[src/rtl/tt_sweep.sv]
// tt_sweep: drives all 8 {a,b,c} vectors into a 3-input block,
// captures its truth table and compares it against a golden table.
module tt_sweep #(
   parameter int unsigned HOLD   = 10,
   parameter logic [7:0]  EXPECT = 8'hE8
) (
   input  logic       clk,
   input  logic       rst_n,
   input  logic       start,
   input  logic       z_in,
   output logic       a,
   output logic       b,
   output logic       c,
   output logic       busy,
   output logic       done,
   output logic [7:0] tt,
   output logic       err,
   output logic [3:0] err_cnt
);

   typedef enum logic [1:0] {
      IDLE = 2'd0,
      RUN  = 2'd1,
      FIN  = 2'd2
   } state_t;

   localparam logic [7:0] HOLD_LAST = 8'(HOLD - 1);

   state_t     state_q, state_d;
   logic [2:0] idx_q, idx_d;
   logic [7:0] hold_q, hold_d;
   logic [2:0] abc_q, abc_d;
   logic       busy_q, busy_d;
   logic       done_q, done_d;
   logic       err_q, err_d;
   logic [7:0] tt_q, tt_d;
   logic [3:0] err_cnt_q, err_cnt_d;

   logic last_c;
   logic miss_c;

   assign last_c = (hold_q == HOLD_LAST);
   assign miss_c = (z_in != EXPECT[idx_q]);

   // Next-state, capture and registered-output computation
   always_comb begin
      state_d   = state_q;
      idx_d     = idx_q;
      hold_d    = hold_q;
      tt_d      = tt_q;
      err_d     = err_q;
      err_cnt_d = err_cnt_q;
      unique case (state_q)
         IDLE: begin
            if (start) begin
               state_d   = RUN;
               idx_d     = 3'd0;
               hold_d    = 8'd0;
               tt_d      = 8'h00;
               err_d     = 1'b0;
               err_cnt_d = 4'd0;
            end
         end
         RUN: begin
            hold_d = hold_q + 8'd1;
            if (last_c) begin
               tt_d[idx_q] = z_in;
               if (miss_c) begin
                  err_cnt_d = err_cnt_q + 4'd1;
               end
               hold_d = 8'd0;
               if (idx_q != 3'd7) begin
                  idx_d = idx_q + 3'd1;
               end else begin
                  // Last vector ends the sweep; idx never wraps
                  state_d = FIN;
                  idx_d   = 3'd0;
                  err_d   = (err_cnt_d != 4'd0);
               end
            end
         end
         FIN: begin
            state_d = IDLE;
            err_d   = (err_cnt_q != 4'd0);
         end
         default: begin
            state_d = IDLE;
         end
      endcase
      busy_d = (state_d != IDLE);
      done_d = (state_d == FIN);
      abc_d  = (state_d == RUN) ? idx_d : 3'b000;
   end

   // State and output registers with synchronous reset
   always_ff @(posedge clk) begin
      if (!rst_n) begin
         state_q   <= IDLE;
         idx_q     <= 3'd0;
         hold_q    <= 8'd0;
         abc_q     <= 3'b000;
         busy_q    <= 1'b0;
         done_q    <= 1'b0;
         tt_q      <= 8'h00;
         err_q     <= 1'b0;
         err_cnt_q <= 4'd0;
      end else begin
         state_q   <= state_d;
         idx_q     <= idx_d;
         hold_q    <= hold_d;
         abc_q     <= abc_d;
         busy_q    <= busy_d;
         done_q    <= done_d;
         tt_q      <= tt_d;
         err_q     <= err_d;
         err_cnt_q <= err_cnt_d;
      end
   end

   assign a       = abc_q[2];
   assign b       = abc_q[1];
   assign c       = abc_q[0];
   assign busy    = busy_q;
   assign done    = done_q;
   assign tt      = tt_q;
   assign err     = err_q;
   assign err_cnt = err_cnt_q;

endmodule
[config.mk]
export PLATFORM = sky130hd
export DESIGN_NAME = tt_sweep
export DESIGN_NICKNAME = d
export VERILOG_FILES = /design/src/rtl/tt_sweep.sv
export SDC_FILE = /design/constraint.sdc
export NUM_CORES = 1
export LEC_CHECK = 0
export ABC_CLOCK_PERIOD_IN_PS = 2200
export BUFFER_PORTS_ARGS = -buffer_cell sky130_fd_sc_hd__buf_2
export CAP_MARGIN = 25
export CORE_ASPECT_RATIO = 0.8
export CORE_UTILIZATION = 39
export DETAILED_ROUTE_END_ITERATION = 16
export PLACE_DENSITY_LB_ADDON = 0.3
export SLEW_MARGIN = 40
export SYNTH_ARGS = -nofsm -noshare
export SYNTH_HDL_FRONTEND = slang
export SYNTH_SLANG_ARGS = --single-unit
[constraint.sdc]
create_clock -name clk -period 2.2 [get_ports clk]
set_input_delay 0.11 -clock clk [delete_from_list [all_inputs] [get_ports clk]]
set_output_delay 0.11 -clock clk [all_outputs]
set_load 0.005 [all_outputs]
==> key figures <==
Synth
  • Area of the mapped netlist: 1630 um2
  • Cells after synthesis: between 150 and 200
  • #FFs+latches synth: 32
  • Number of flops mapped to enable cells by yosys: 0
  • Syn_area_per_cell: approximately 9 um2
  • Post-synth cell types: between 40 and 50
  • Most used DFF post-synth: dfxtp_1
  • FFs w/ async S/R, synth: 0%
  • Syn nets: 194
  • Sequential share of the synthesized area: between 30% and 40%
  • Synth warn: 0

Timing
  • Final setup fails: 0
  • Worst Skew: approximately 4 ps
  • Fmax: between 0.4 and 0.5 GHz
  • Min cycle time layout: just over 2000 ps
  • Slew margin rel.: between 60 and 70%
  • RSZ-0062 raised after global routing: false
  • Final Slew Violations: 0
  • Period utilisation layout: between 90% and 100%
  • TNS Setup: 0 ps
  • Actual slew at the worst max-slew pin: roughly 460 ps
  • Final hold violation count: 0

Critical path
  • Critical path type: reg -> reg
  • Peak per-stage delay on the critical path: 460 ps
  • Worst Path Required: ~2400 ps
  • Slowest-stage cell, CP: or4_1
  • Worst setup SP type: flop
  • Cell mode on critical path: nand3_1
  • CP Cell Sequence: inv_1 > ha_1 > mux2_2 > nand3_1 > or4_1 > nand3_1 > o31ai_1
  • Arrival @ worst endpoint: about 2200 ps
  • Worst Path Max Fanout: 9
  • Crit end category: flop
  • R2R depth: 7

Clock network
  • Clk sink count: 32
  • CTS tree: done
  • Hold_buf cts: 0
  • CTS clk-pin slew, worst paths: about 60 ps
  • Post-cts sizing count: 0
  • H-tree depth: 2
  • Max Root-Sink Buffers: 2
  • Root Buffer: clkbuf_8
  • Num CTS Buffers: 5
  • Worst skew pair latency: around 280 ps
  • Post-CTS setup buffers: 0

Power and ir drop
  • P per Cell Area: ~620 nW/um2
  • Worst vdd ir: a little over 0.3 mV
  • Leak: roughly 0.76 nW

Finish
  • Fraction of layout cells with a size suffix above 1: a little over a fifth
  • Post-layout util: between 40% and 50%
  • Ant diodes: 0
  • FF+latch area: between 600 and 700 um2
  • Area of the multi-input gates: 932 um2
  • Area Overhead vs Synth: 17.4%
  • Fillcell total: about 380
  • Nets@finish: 222

Die
  • Row cnt: 20
  • IO Count: 22
  • Die Wd: about 74 um
  • DIE HEIGHT: ~60 um
  • Die area: between 4000 and 5000 um2
  • Placeable Area: between 3000 and 4000 um2
  • Starting Density: 41.7%

GRT
  • Antenna violations before repair: 0
  • First-pass GRT wire length: ~5.6 mm
  • Vias in the first global route: between 1000 and 1500
  • Pin count of the biggest net entering global routing: 18
  • Congestion Overflow GR: 0
  • Gr usage total: between 10% and 20%

Drt
  • Drt drc: 0
  • Routed vias/inst: about 5.2
  • Vias after detailed routing: approximately 1400
  • Post-route antenna net violation count: 0
  • Detailed Routing Iterations Pass 1: 4
  • Initial DRC Count: 62
  • Drt wl/cell: 12.9 um
  • Routed wire length: roughly 3.4 mm

Placed design
  • DP Wirelength: about 2.5 mm
  • # port buffers: 21
  • Final Wtd Congestion: between 0.7 and 0.8

Hold path
  • Hold Path Depth: 3
  • HP Class: in -> reg

Status
  • Status: finished, final reports clean

Flow run
  • Max cap viols: 0
==> sequential cells by signal, indices dropped and copies added, names as in the netlist, named ones only <==
signal and cells:
state_q 2, busy 1, err 1, idx_q 3, tt 8, hold_q 8
err_cnt 4, done 1, abc_q 3
==> Yosys cell counts (all sizes together) (6+ instances only) <==
library cell / number / area, um2
o21ai: 12 / 63.8
xor2: 6 / 52.6
nand4: 6 / 37.5
nand2: 15 / 56.3
a21oi: 9 / 48.8
inv: 8 / 30.0
dfxtp: 32 / 641
ha: 9 / 113
nand3: 7 / 35.0
nor2: 12 / 45.0
==> per-stage QoR <==
stage	std cells	total power [mW]	setup WS [ps]	area, um2	hold slack (ps)
after floorplan	181	0.697	344	1630	328
after global placement	257	0.734	251	1820	463
after detailed placement	257	0.736	192	1820	470
after CTS	265	1.19	182	1910	201
after global routing	265	1.23	1.77	1910	213
final	265	1.18	169	1910	216
==> area by class of cell <==
type / count / share of cell area (%)
repair buffers: 27 / 7.85
flip-flops and latches: 32 / 33.5
well taps: 55 / 3.60
multi-input cells: 135 / 48.8
clock buffers: 8 / 4.71
inverters: 8 / 1.57
==> worst max-delay path: cells and delay by family (launching register included) <==
family                   cells  cell delay (ps)
AND/OR/NAND/NOR              3              770
multiplexers                 1              370
flip-flops                   1              350
adder cells (fa/ha/maj)      1              280
buffers and inverters        1               70
AO/OA/AOI/OAI                1               60
==> cells in the final DEF, fill, tap and decap left out, types with 3 or more instances in the layout <==
cell | Yosys | final
o21ai_0 | 11 | 11
nor2_1 | 12 | 12
a31oi_1 | 3 | 3
nand4_1 | 6 | 6
ha_1 | 9 | 9
a21oi_1 | 8 | 8
buf_4 | 0 | 6
nor3_1 | 3 | 3
nand3_1 | 7 | 7
clkbuf_8 | 0 | 6
inv_1 | 8 | 8
and2_1 | 5 | 5
nor2b_1 | 5 | 5
o31ai_1 | 3 | 3
o211ai_1 | 5 | 5
o311ai_0 | 3 | 3
xor2_1 | 6 | 6
nand2_1 | 15 | 15
buf_2 | 3 | 21
dfxtp_1 | 32 | 32
==> cell families (layout without fill, tap and decap cells) <==
| group | after synthesis | in the layout | share of synthesized area, % |
|---|---|---|---|
| muxes | 2 | 2 | 1.31 |
| adders and majority gates | 9 | 9 | 6.91 |
| and+or+nand+nor | 68 | 68 | 24.3 |
| AOI/OAI and AO/OA | 48 | 48 | 20.4 |
| buffers and inverters | 14 | 43 | 3.46 |
| xor gates and xnor gates | 8 | 8 | 4.30 |
| DFF | 32 | 32 | 39.3 |
==> metal layers <==
metal	GRT usage (%)	part of all wire, %
met5	0	0
met4	8.09	1.2
met3	5.06	5.3
met2	23.0	39
met1	23.9	55
==> report_power, final <==
group | leakage, nW | switching (mW) | total (mW) | internal (mW)
clock network | 0.0455 | 0.199 | 0.454 | 0.255
registers | 0.258 | 0.00516 | 0.592 | 0.587
logic | 0.457 | 0.0791 | 0.132 | 0.0531
total | 0.761 | 0.284 | 1.18 | 0.894
==> worst paths after layout <==
kind	startpoint	to	slack [ps]
setup / recovery	state_q[0]	tt[0]	170
hold / removal	z_in	tt[0]	220
setup reg to reg	state_q[0]	tt[0]	170
hold reg to reg	tt[0]	tt[0]	470
Power figures use the tool's default switching activity.
